**config.mk**
```make
export PLATFORM = sky130hd
export DESIGN_NAME = pipelined_multiplier_flat
export DESIGN_NICKNAME = d
export VERILOG_FILES = /design/src/rtl/pipelined_multiplier_pkg.sv /design/src/rtl/pipelined_multiplier_if.sv /design/src/rtl/pipelined_multiplier_stage.sv /design/src/rtl/pipelined_multiplier.sv /design/src/flat_wrapper.sv
export SDC_FILE = /design/constraint.sdc
export NUM_CORES = 1
export LEC_CHECK = 0
export BUFFER_PORTS_ARGS = -buffer_cell sky130_fd_sc_hd__buf_2
export CORE_ASPECT_RATIO = 1.2
export CORE_MARGIN = 2
export CORE_UTILIZATION = 35
export CTS_CLUSTER_SIZE = 8
export DETAILED_ROUTE_END_ITERATION = 16
export GPL_TIMING_DRIVEN = 0
export PLACE_DENSITY = 0.54
export SYNTH_ARGS = -nofsm -noshare
export SYNTH_HDL_FRONTEND = slang
export SYNTH_SLANG_ARGS = --single-unit
export TNS_END_PERCENT = 50
```
**constraint.sdc**
```tcl
create_clock -name clk -period 4.75 [get_ports clk]
set_input_delay 0.475 -clock clk [delete_from_list [all_inputs] [get_ports clk]]
set_output_delay 0.475 -clock clk [all_outputs]
set_load 0.01 [all_outputs]
```
**src/rtl/pipelined_multiplier_pkg.sv**
```systemverilog
// Shared constants for the shift-add pipelined multiplier.
// Holds the default operand width and the end-to-end latency helper, so RTL
// and bench agree on how many register stages a product passes through.
package pipelined_multiplier_pkg;

  // Default operand width and its legal range.
  localparam int DEFAULT_WIDTH = 8;
  localparam int MIN_WIDTH     = 2;
  localparam int MAX_WIDTH     = 32;

  // Register stages from operand capture to product: input register,
  // one adder stage per multiplier bit, then the output register.
  function automatic int latency(input int width);
    return width + 2;
  endfunction

  localparam int LATENCY = latency(DEFAULT_WIDTH);

endpackage

```
**src/rtl/pipelined_multiplier_if.sv**
```systemverilog
// Operand/result bus of the pipelined multiplier.
// The producer side (master) drives start/a/b and samples product on valid;
// the multiplier (slave) consumes operands and drives the result.
interface pipelined_multiplier_if
  import pipelined_multiplier_pkg::*;
#(
  parameter int WIDTH = DEFAULT_WIDTH
) ();

  logic               start;
  logic [WIDTH-1:0]   a;
  logic [WIDTH-1:0]   b;
  logic [2*WIDTH-1:0] product;
  logic               valid;

  modport master (
    output start,
    output a,
    output b,
    input  product,
    input  valid
  );

  modport slave (
    input  start,
    input  a,
    input  b,
    output product,
    output valid
  );

endinterface

```
**src/rtl/pipelined_multiplier_stage.sv**
```systemverilog
// One adder stage of the shift-add multiplier.
// Stage STAGE (1..WIDTH) adds the partial product for multiplier bit STAGE-1
// to the running accumulator and forwards operands, sum and valid tag one
// register further down the chain.
module pipelined_multiplier_stage
  import pipelined_multiplier_pkg::*;
#(
  parameter int WIDTH = DEFAULT_WIDTH,
  parameter int STAGE = 1
) (
  input  logic               clk,
  input  logic               reset,
  input  logic               in_valid,
  input  logic [WIDTH-1:0]   in_a,
  input  logic [WIDTH-1:0]   in_b,
  input  logic [2*WIDTH-1:0] in_acc,
  output logic               out_valid,
  output logic [WIDTH-1:0]   out_a,
  output logic [WIDTH-1:0]   out_b,
  output logic [2*WIDTH-1:0] out_acc
);

  logic [2*WIDTH-1:0] a_ext;
  logic [2*WIDTH-1:0] partial;
  logic [2*WIDTH-1:0] acc_next;

  logic               valid_reg;
  logic [WIDTH-1:0]   a_reg;
  logic [WIDTH-1:0]   b_reg;
  logic [2*WIDTH-1:0] acc_reg;

  // Partial product for this stage's multiplier bit; the 2*WIDTH-bit sum
  // cannot overflow because the full product fits in 2*WIDTH bits.
  always_comb begin
    a_ext    = {{WIDTH{1'b0}}, in_a};
    partial  = in_b[STAGE-1] ? (a_ext << (STAGE - 1)) : '0;
    acc_next = in_acc + partial;
  end

  // Stage register: forward operands, updated sum and valid tag every cycle.
  always_ff @(posedge clk or negedge reset) begin
    if (!reset) begin
      valid_reg <= 1'b0;
      a_reg     <= '0;
      b_reg     <= '0;
      acc_reg   <= '0;
    end else begin
      valid_reg <= in_valid;
      a_reg     <= in_a;
      b_reg     <= in_b;
      acc_reg   <= acc_next;
    end
  end

  assign out_valid = valid_reg;
  assign out_a     = a_reg;
  assign out_b     = b_reg;
  assign out_acc   = acc_reg;

endmodule

```
**src/rtl/pipelined_multiplier.sv**
```systemverilog
// Unsigned WIDTH x WIDTH shift-add pipelined multiplier.
// Input register -> WIDTH adder stages -> output register; one operand pair
// accepted per cycle on start, product returned with a one-cycle valid pulse
// latency(WIDTH) register stages later. No backpressure.
// Build option: define PIPELINED_MULTIPLIER_PROD_HOLD_EN to keep product at
// the last result between valid pulses; otherwise product reads 0 whenever
// valid is low.
module pipelined_multiplier
  import pipelined_multiplier_pkg::*;
#(
  parameter int WIDTH = DEFAULT_WIDTH
) (
  input  logic                  clk,
  input  logic                  reset,
  pipelined_multiplier_if.slave bus
);

  // Reject widths the partial-product indexing and 2*WIDTH sum do not cover.
  generate
    if (WIDTH < MIN_WIDTH || WIDTH > MAX_WIDTH) begin : g_bad_width
      $error("pipelined_multiplier: WIDTH out of range");
    end
  endgenerate

  // Input register.
  logic               in_valid_reg;
  logic [WIDTH-1:0]   in_a_reg;
  logic [WIDTH-1:0]   in_b_reg;

  // Chain between stages; index 0 is the input register, index WIDTH the
  // last adder stage.
  logic               valid_chain [0:WIDTH];
  logic [WIDTH-1:0]   a_chain     [0:WIDTH];
  logic [WIDTH-1:0]   b_chain     [0:WIDTH];
  logic [2*WIDTH-1:0] acc_chain   [0:WIDTH];

  // Output register.
  logic               valid_reg;
  logic [2*WIDTH-1:0] product_reg;

  // Capture operands on start; operands are held while idle so the data
  // path only toggles when a new pair arrives.
  always_ff @(posedge clk or negedge reset) begin
    if (!reset) begin
      in_valid_reg <= 1'b0;
      in_a_reg     <= '0;
      in_b_reg     <= '0;
    end else begin
      in_valid_reg <= bus.start;
      if (bus.start) begin
        in_a_reg <= bus.a;
        in_b_reg <= bus.b;
      end
    end
  end

  // A freshly accepted pair always enters the adder chain with a zero sum.
  assign valid_chain[0] = in_valid_reg;
  assign a_chain[0]     = in_a_reg;
  assign b_chain[0]     = in_b_reg;
  assign acc_chain[0]   = '0;

  genvar gi;
  generate
    for (gi = 1; gi <= WIDTH; gi++) begin : g_stage
      pipelined_multiplier_stage #(
        .WIDTH (WIDTH),
        .STAGE (gi)
      ) u_stage (
        .clk       (clk),
        .reset     (reset),
        .in_valid  (valid_chain[gi-1]),
        .in_a      (a_chain[gi-1]),
        .in_b      (b_chain[gi-1]),
        .in_acc    (acc_chain[gi-1]),
        .out_valid (valid_chain[gi]),
        .out_a     (a_chain[gi]),
        .out_b     (b_chain[gi]),
        .out_acc   (acc_chain[gi])
      );
    end
  endgenerate

  // Output register: present a finished product with a one-cycle valid.
  always_ff @(posedge clk or negedge reset) begin
    if (!reset) begin
      valid_reg   <= 1'b0;
      product_reg <= '0;
    end else begin
      valid_reg <= valid_chain[WIDTH];
`ifdef PIPELINED_MULTIPLIER_PROD_HOLD_EN
      if (valid_chain[WIDTH]) begin
        product_reg <= acc_chain[WIDTH];
      end
`else
      product_reg <= valid_chain[WIDTH] ? acc_chain[WIDTH] : '0;
`endif
    end
  end

  assign bus.valid   = valid_reg;
  assign bus.product = product_reg;

endmodule

```
**src/flat_wrapper.sv**
```systemverilog
// flat-port wrapper written by rule: the top's interface ports become plain ports
module pipelined_multiplier_flat import pipelined_multiplier_pkg::*;
#(
  parameter int WIDTH = DEFAULT_WIDTH
)
  (clk, reset, bus_start, bus_a, bus_b, bus_product, bus_valid);
  pipelined_multiplier_if #(.WIDTH(WIDTH)) bus_i ();
  input  logic clk;
  input  logic reset;
  input wire logic [$bits(bus_i.start)-1:0] bus_start;
  input wire logic [$bits(bus_i.a)-1:0] bus_a;
  input wire logic [$bits(bus_i.b)-1:0] bus_b;
  output wire logic [$bits(bus_i.product)-1:0] bus_product;
  output wire logic [$bits(bus_i.valid)-1:0] bus_valid;
  assign bus_i.start = bus_start;
  assign bus_i.a = bus_a;
  assign bus_i.b = bus_b;
  assign bus_product = bus_i.product;
  assign bus_valid = bus_i.valid;
  pipelined_multiplier #(.WIDTH(WIDTH)) u_core (.clk(clk), .reset(reset), .bus(bus_i));
endmodule
```
After elaboration in Yosys (flattened, before gate mapping)
Index checks and enable logic that the tools add are counted.
{ "totals": {"regBits": 274, "out_inout_bits": 17, "latchBits": 0, "mem_count": 0, "mem_bits_rw": 0, "mem_bits_ro": 0, "inputBits": 19} }
{ "classes": {"div_mod_pow": 0, "mux": 9, "mul": 0, "reduce_logical": 0, "eq_ne": 0, "n_lt_le_gt_ge": 0, "n_addsub": 7, "shifts": 0, "n_bitwise": 0} }
{ "op_table": {"columns": ["op", "n"], "rows": [
  ["$add A16 B10 Y16", 1],
  ["$add A16 B11 Y16", 1],
  ["$add A16 B12 Y16", 1],
  ["$add A16 B13 Y16", 1],
  ["$add A16 B14 Y16", 1],
  ["$add A16 B15 Y16", 1],
  ["$mux W16", 1],
  ["$mux W15", 1],
  ["$mux W14", 1],
  ["$mux W13", 1],
  ["$mux W12", 1],
  ["$mux W11", 1],
  ["$add A8 B9 Y10", 1],
  ["$mux W10", 1],
  ["$mux W9", 1],
  ["$mux W8", 1]
]} }

Depth between registers and ports, before layout
{ "logic_depth": {"word_depth": 2, "depth_mapped": 9, "mapped_depth_nobuf": 9} }

Hierarchy
From an unflattened synthesis, not the netlist that was laid out.
{ "unflattened": {"cells_unflattened": 876, "hier_area_um2": 11883.9} }
{ "modules_own_cells": {"columns": ["mod", "n_inst", "cells_each", "area_per_inst_um2", "seq_area_each_um2"], "rows": [
  ["pipelined_multiplier_stage (u_core.g_stage[4].u_stage)", 1, 113, 1431.4, 825.8],
  ["pipelined_multiplier_stage (u_core.g_stage[5].u_stage)", 1, 114, 1395.1, 825.8],
  ["pipelined_multiplier_stage (u_core.g_stage[1].u_stage)", 1, 105, 1382.6, 825.8],
  ["pipelined_multiplier_stage (u_core.g_stage[6].u_stage)", 1, 105, 1342.5, 825.8],
  ["pipelined_multiplier_stage (u_core.g_stage[2].u_stage)", 1, 95, 1326.3, 825.8],
  ["pipelined_multiplier_stage (u_core.g_stage[3].u_stage)", 1, 97, 1315.0, 825.8],
  ["pipelined_multiplier_stage (u_core.g_stage[7].u_stage)", 1, 96, 1272.5, 825.8],
  ["pipelined_multiplier_stage (u_core.g_stage[8].u_stage)", 1, 81, 1211.2, 825.8],
  ["pipelined_multiplier", 1, 70, 1207.4, 850.8]
]} }

Least setup slack after synthesis
Ideal clock, no wire load.
{ "synth_path": {"path_type": "reg2reg", "from": "register u_core.g_stage[7].u_stage.b_reg[7]", "to": "register u_core.g_stage[8].u_stage.acc_reg[15]", "arrival_time_ns": 1.805, "period_less_slack_ns": 1.935, "setup_slack_ns": 2.815, "setup_ns": 0.130, "path_buffers": 0, "path_stages_with_launch": 9, "path_cell_list": "dfrtp_1 -> and2_1 -> ha_1 -> fa_1 -> a21o_1 -> a21oi_1 -> o21ai_1 -> nor4_1 -> a21oi_1"} }
{ "synth_between": {"elab_chain_len": 2} }
{ "synth_lines": {"columns": ["element", "line_no", "rtl"], "rows": [
  ["start, declared", "pipelined_multiplier_stage.sv:29", "logic [WIDTH-1:0] b_reg;"],
  ["start signal, assigned", "pipelined_multiplier_stage.sv:50", "b_reg <= in_b;"],
  ["$mux W15", "pipelined_multiplier_stage.sv:36", "partial = in_b[STAGE-1] ? (a_ext << (STAGE - 1)) : '0;"],
  ["$add A16 B15 Y16", "pipelined_multiplier_stage.sv:37", "acc_next = in_acc + partial;"],
  ["via u_core.g_stage[8].u_stage.acc_next[15]", "pipelined_multiplier_stage.sv:25", "logic [2*WIDTH-1:0] acc_next;"],
  ["end signal, assigned", "pipelined_multiplier_stage.sv:51", "acc_reg <= acc_next;"],
  ["end, declared", "pipelined_multiplier_stage.sv:30", "logic [2*WIDTH-1:0] acc_reg;"]
]} }
The timed path passes the listed nets, and every way through them passes these cells.
A chain may end at the register's enable or synchronous reset.

Worst setup path in the final report
Same ends and word-level chain as after synthesis.

==> results by group <==
Die
  • Initial core utilization: 0.3590
  • Core area: 0.02328 sq mm
  • Die height: 173.3 microns
  • Standard-cell rows: 61
  • Die width: 145.1 microns
  • Die area: 0.02513 sq mm
  • Ports: 36

Job
  • Max cap viols: 0

STA
  • Setup violators final: 0
  • Fin crit share: 0.4759
  • Final Max Tran Viols: 0
  • Fmax: between 0.4 and 0.5 GHz
  • Setup ws final: ~2.5 ns
  • Final hold viol count: 0
  • Worst Max-Slew Pin Slew: between 0.8 and 0.9 ns
  • Clock period minus worst slack: about 2.3 ns
  • Slew HR: 0.4584
  • Clk_skew: just under 0.008 ns
  • RSZ-0062 raised after global routing: no

Setup path
  • Crit Path Category: reg2reg
  • Crit path launch type: flop
  • Worst setup EP type: flop
  • Crit path from: u_core.g_stage[7].u_stage.out_b[7]
  • Reg2reg path depth: 8
  • RR Startpoint: u_core.g_stage[7].u_stage.out_b[7]
  • WP data arrival: between 2 and 3 ns
  • CP Max Fanout: 8
  • Worst path required time: ~5.1 ns

Clock tree
  • TritonCTS clock tree: built
  • CTS resizes: 0
  • Worst-path clk slew: 0.05 ns
  • Root Buffer Master: clkbuf_16
  • TritonCTS Sinks: ~230
  • Post-CTS setup buffers: 0
  • Number of H-tree levels: 2
  • Hold Buf Count CTS: 0
  • CTS Buffer Depth: 3
  • Cts bufs inserted: 34
  • Clk_lat worst skew: 0.48 ns

Route
  • Antenna-violating nets left: 0
  • Residual DRC: 0
  • Vias: around 4300
  • DRT Pass-1 Iters: 4
  • DR WL/cell: 11.63 microns
  • Drt first-iter violations: about 110
  • Routed vias/inst: roughly 4.4
  • Post-Route WL: 11.24 mm

Power
  • VDD IR max: roughly 280 uV
  • Power, Total: 5.596 mW
  • Pwr Density: 567.5 mW/mm^2
  • Static Leak: roughly 4.6 nW

GRT
  • Largest net degree at the start of global routing: about 120
  • Initial antenna violation count: 0
  • GRT Resource Usage Total: 0.09677
  • Vias in the first global route: ~4700
  • First-pass GRT wire length: just over 20 mm
  • Global route overflow: 0

Cells and area
  • Number of flip-flops in the largest register: between 90 and 100
  • Diode count: 0
  • Fin area: just under 0.01 sq mm
  • Layout cells sized above 1: 0.1551
  • Util after Layout: 0.4236
  • Final net count: 730
  • Area growth from synthesis to layout: 18.00%

Placement
  • I/O Buffers: 35
  • Gp weighted congestion: 0.7358
  • Place WS: roughly 2.5 ns
  • DP Wirelength: about 7.6 mm
  • Total placed instance area: 0.008964 sq mm

Worst hold path
  • Hold Crit Class: in2async

Logic synthesis
  • Post-Synthesis Cells: about 580
  • Synth warn: 0
  • Top cell type's share of synthesized area: 0.6738
  • Ys async rst share: 1.000
  • Count of cell types in the netlist: 37
  • Synth area leaders: dfrtp_1 (67%), ha_1 (8.2%), and2_1 (5.8%), xnor2_1 (3.0%), mux2_2 (2.2%)
  • Seq/Total Area, Yosys: 0.6738
  • Synth Cell Area: 0.008357 sq mm
  • Synth Register Bits: ~230
  • Average size of a mapped cell: approximately 14 sq um
  • Main synth FF type: dfrtp_1
  • EDFF count, synth: 0
  • Area leader, netlist: dfrtp_1
  • Syn Nets: roughly 660

Run status
  • Status: complete, no violations
## final timing paths
check                                                         to  slack (ns)
max                        u_core.g_stage[8].u_stage.out_acc[15]        2.49
min                                             u_core.bus.valid        0.03
max reg2reg                u_core.g_stage[8].u_stage.out_acc[15]        2.49
min reg2reg                  u_core.g_stage[8].u_stage.out_valid        0.34
max in group asynchronous     u_core.g_stage[5].u_stage.out_a[7]        3.63
min in group clk                             u_core.in_valid_reg        0.12
## metrics by stage
stage / hold WS [ns] / setup TNS [ns] / instances
3_5_place_dp: 0.3347 / 0 / 928
6_report: 0.02523 / 0 / 966
4_1_cts: 0.08913 / 0 / 966
2_1_floorplan: 0.1794 / 0 / 577
5_1_grt: 0.1083 / 0 / 966
3_3_place_gp: 0.3328 / -110.37 / 927
## critical path: stages, from the launching register on
cell and delay [ns]:
dfrtp_1 0.44, and2_1 0.17, ha_1 0.20, fa_1 0.41
a21o_1 0.20, a21oi_1 0.23, o21ai_1 0.14, nor4_1 0.21
a21oi_1 0.12
## where the power goes
group / internal (mW) / switching (mW)
Clock: 1.29 / 0.731
Sequential: 2.36 / 0.145
Combinational: 0.526 / 0.546
## final cells by class
cell class	count	area, sq um
Buffer	3	13.76
Clock buffer	36	879.6
Clock inverter	2	17.52
Fill cell	2155	13420
Inverter	13	48.80
Multi-Input combinational cell	336	2664
Sequential cell	225	5630
Tap cell	315	394.1
Timing Repair Buffer	36	212.7
## layout by cell type (no fill, tap or decap), types with 2 or more instances in the layout
cell / netlist / layout
dfrtp_1: 225 / 225
and2_1: 78 / 78
ha_1: 55 / 55
buf_2: 2 / 36
clkbuf_16: 0 / 35
xnor2_1: 29 / 29
nor2_1: 23 / 23
a21oi_1: 20 / 20
mux2_2: 16 / 16
nand2_1: 14 / 14
inv_1: 13 / 13
xor2_1: 11 / 11
o21ai_0: 9 / 9
a21o_1: 9 / 9
o21ai_1: 9 / 9
o21a_1: 8 / 8
fa_1: 7 / 7
a21oi_2: 6 / 6
nor4_1: 6 / 6
nor2b_1: 6 / 6
nor3_1: 5 / 5
nand3b_1: 3 / 3
a21boi_0: 2 / 2
or3_1: 2 / 2
o22ai_1: 2 / 2
o21bai_1: 2 / 2
and3b_1: 2 / 2
and2b_1: 2 / 2
a211oi_1: 2 / 2
clkbuf_1: 1 / 2
## synth_stat cells, drive strengths merged, types with 3 or more instances
master / instances
dfrtp: 225
and2: 78
ha: 55
xnor2: 29
a21oi: 26
nor2: 23
o21ai: 19
mux2: 16
nand2: 14
inv: 13
xor2: 11
a21o: 9
o21a: 8
fa: 7
nor2b: 6
nor4: 6
nor3: 5
a211oi: 3
a21boi: 3
nand3b: 3
## metal layers
metal | up-vias | share of wire | track usage
met4 | 0 | 0.022 | 0.03881
li1 | 2069 | - | -
met3 | 23 | 0.050 | 0.03237
met2 | 66 | 0.57 | 0.1883
met5 | - | 0 | 0
met1 | 2112 | 0.36 | 0.09255
## cell families (layout without fill, tap and decap cells)
group,after synthesis,in the layout,synth area share
AND/OR/NAND/NOR,142,142,0.09582
adder cells (fa/ha/maj),62,62,0.09912
flip-flops,225,225,0.6738
AO/OA/AOI/OAI,76,76,0.06034
multiplexers,16,16,0.02156
XOR/XNOR,40,40,0.04192
buffers and inverters,16,90,0.007486
(Power assumes the default switching activity.)
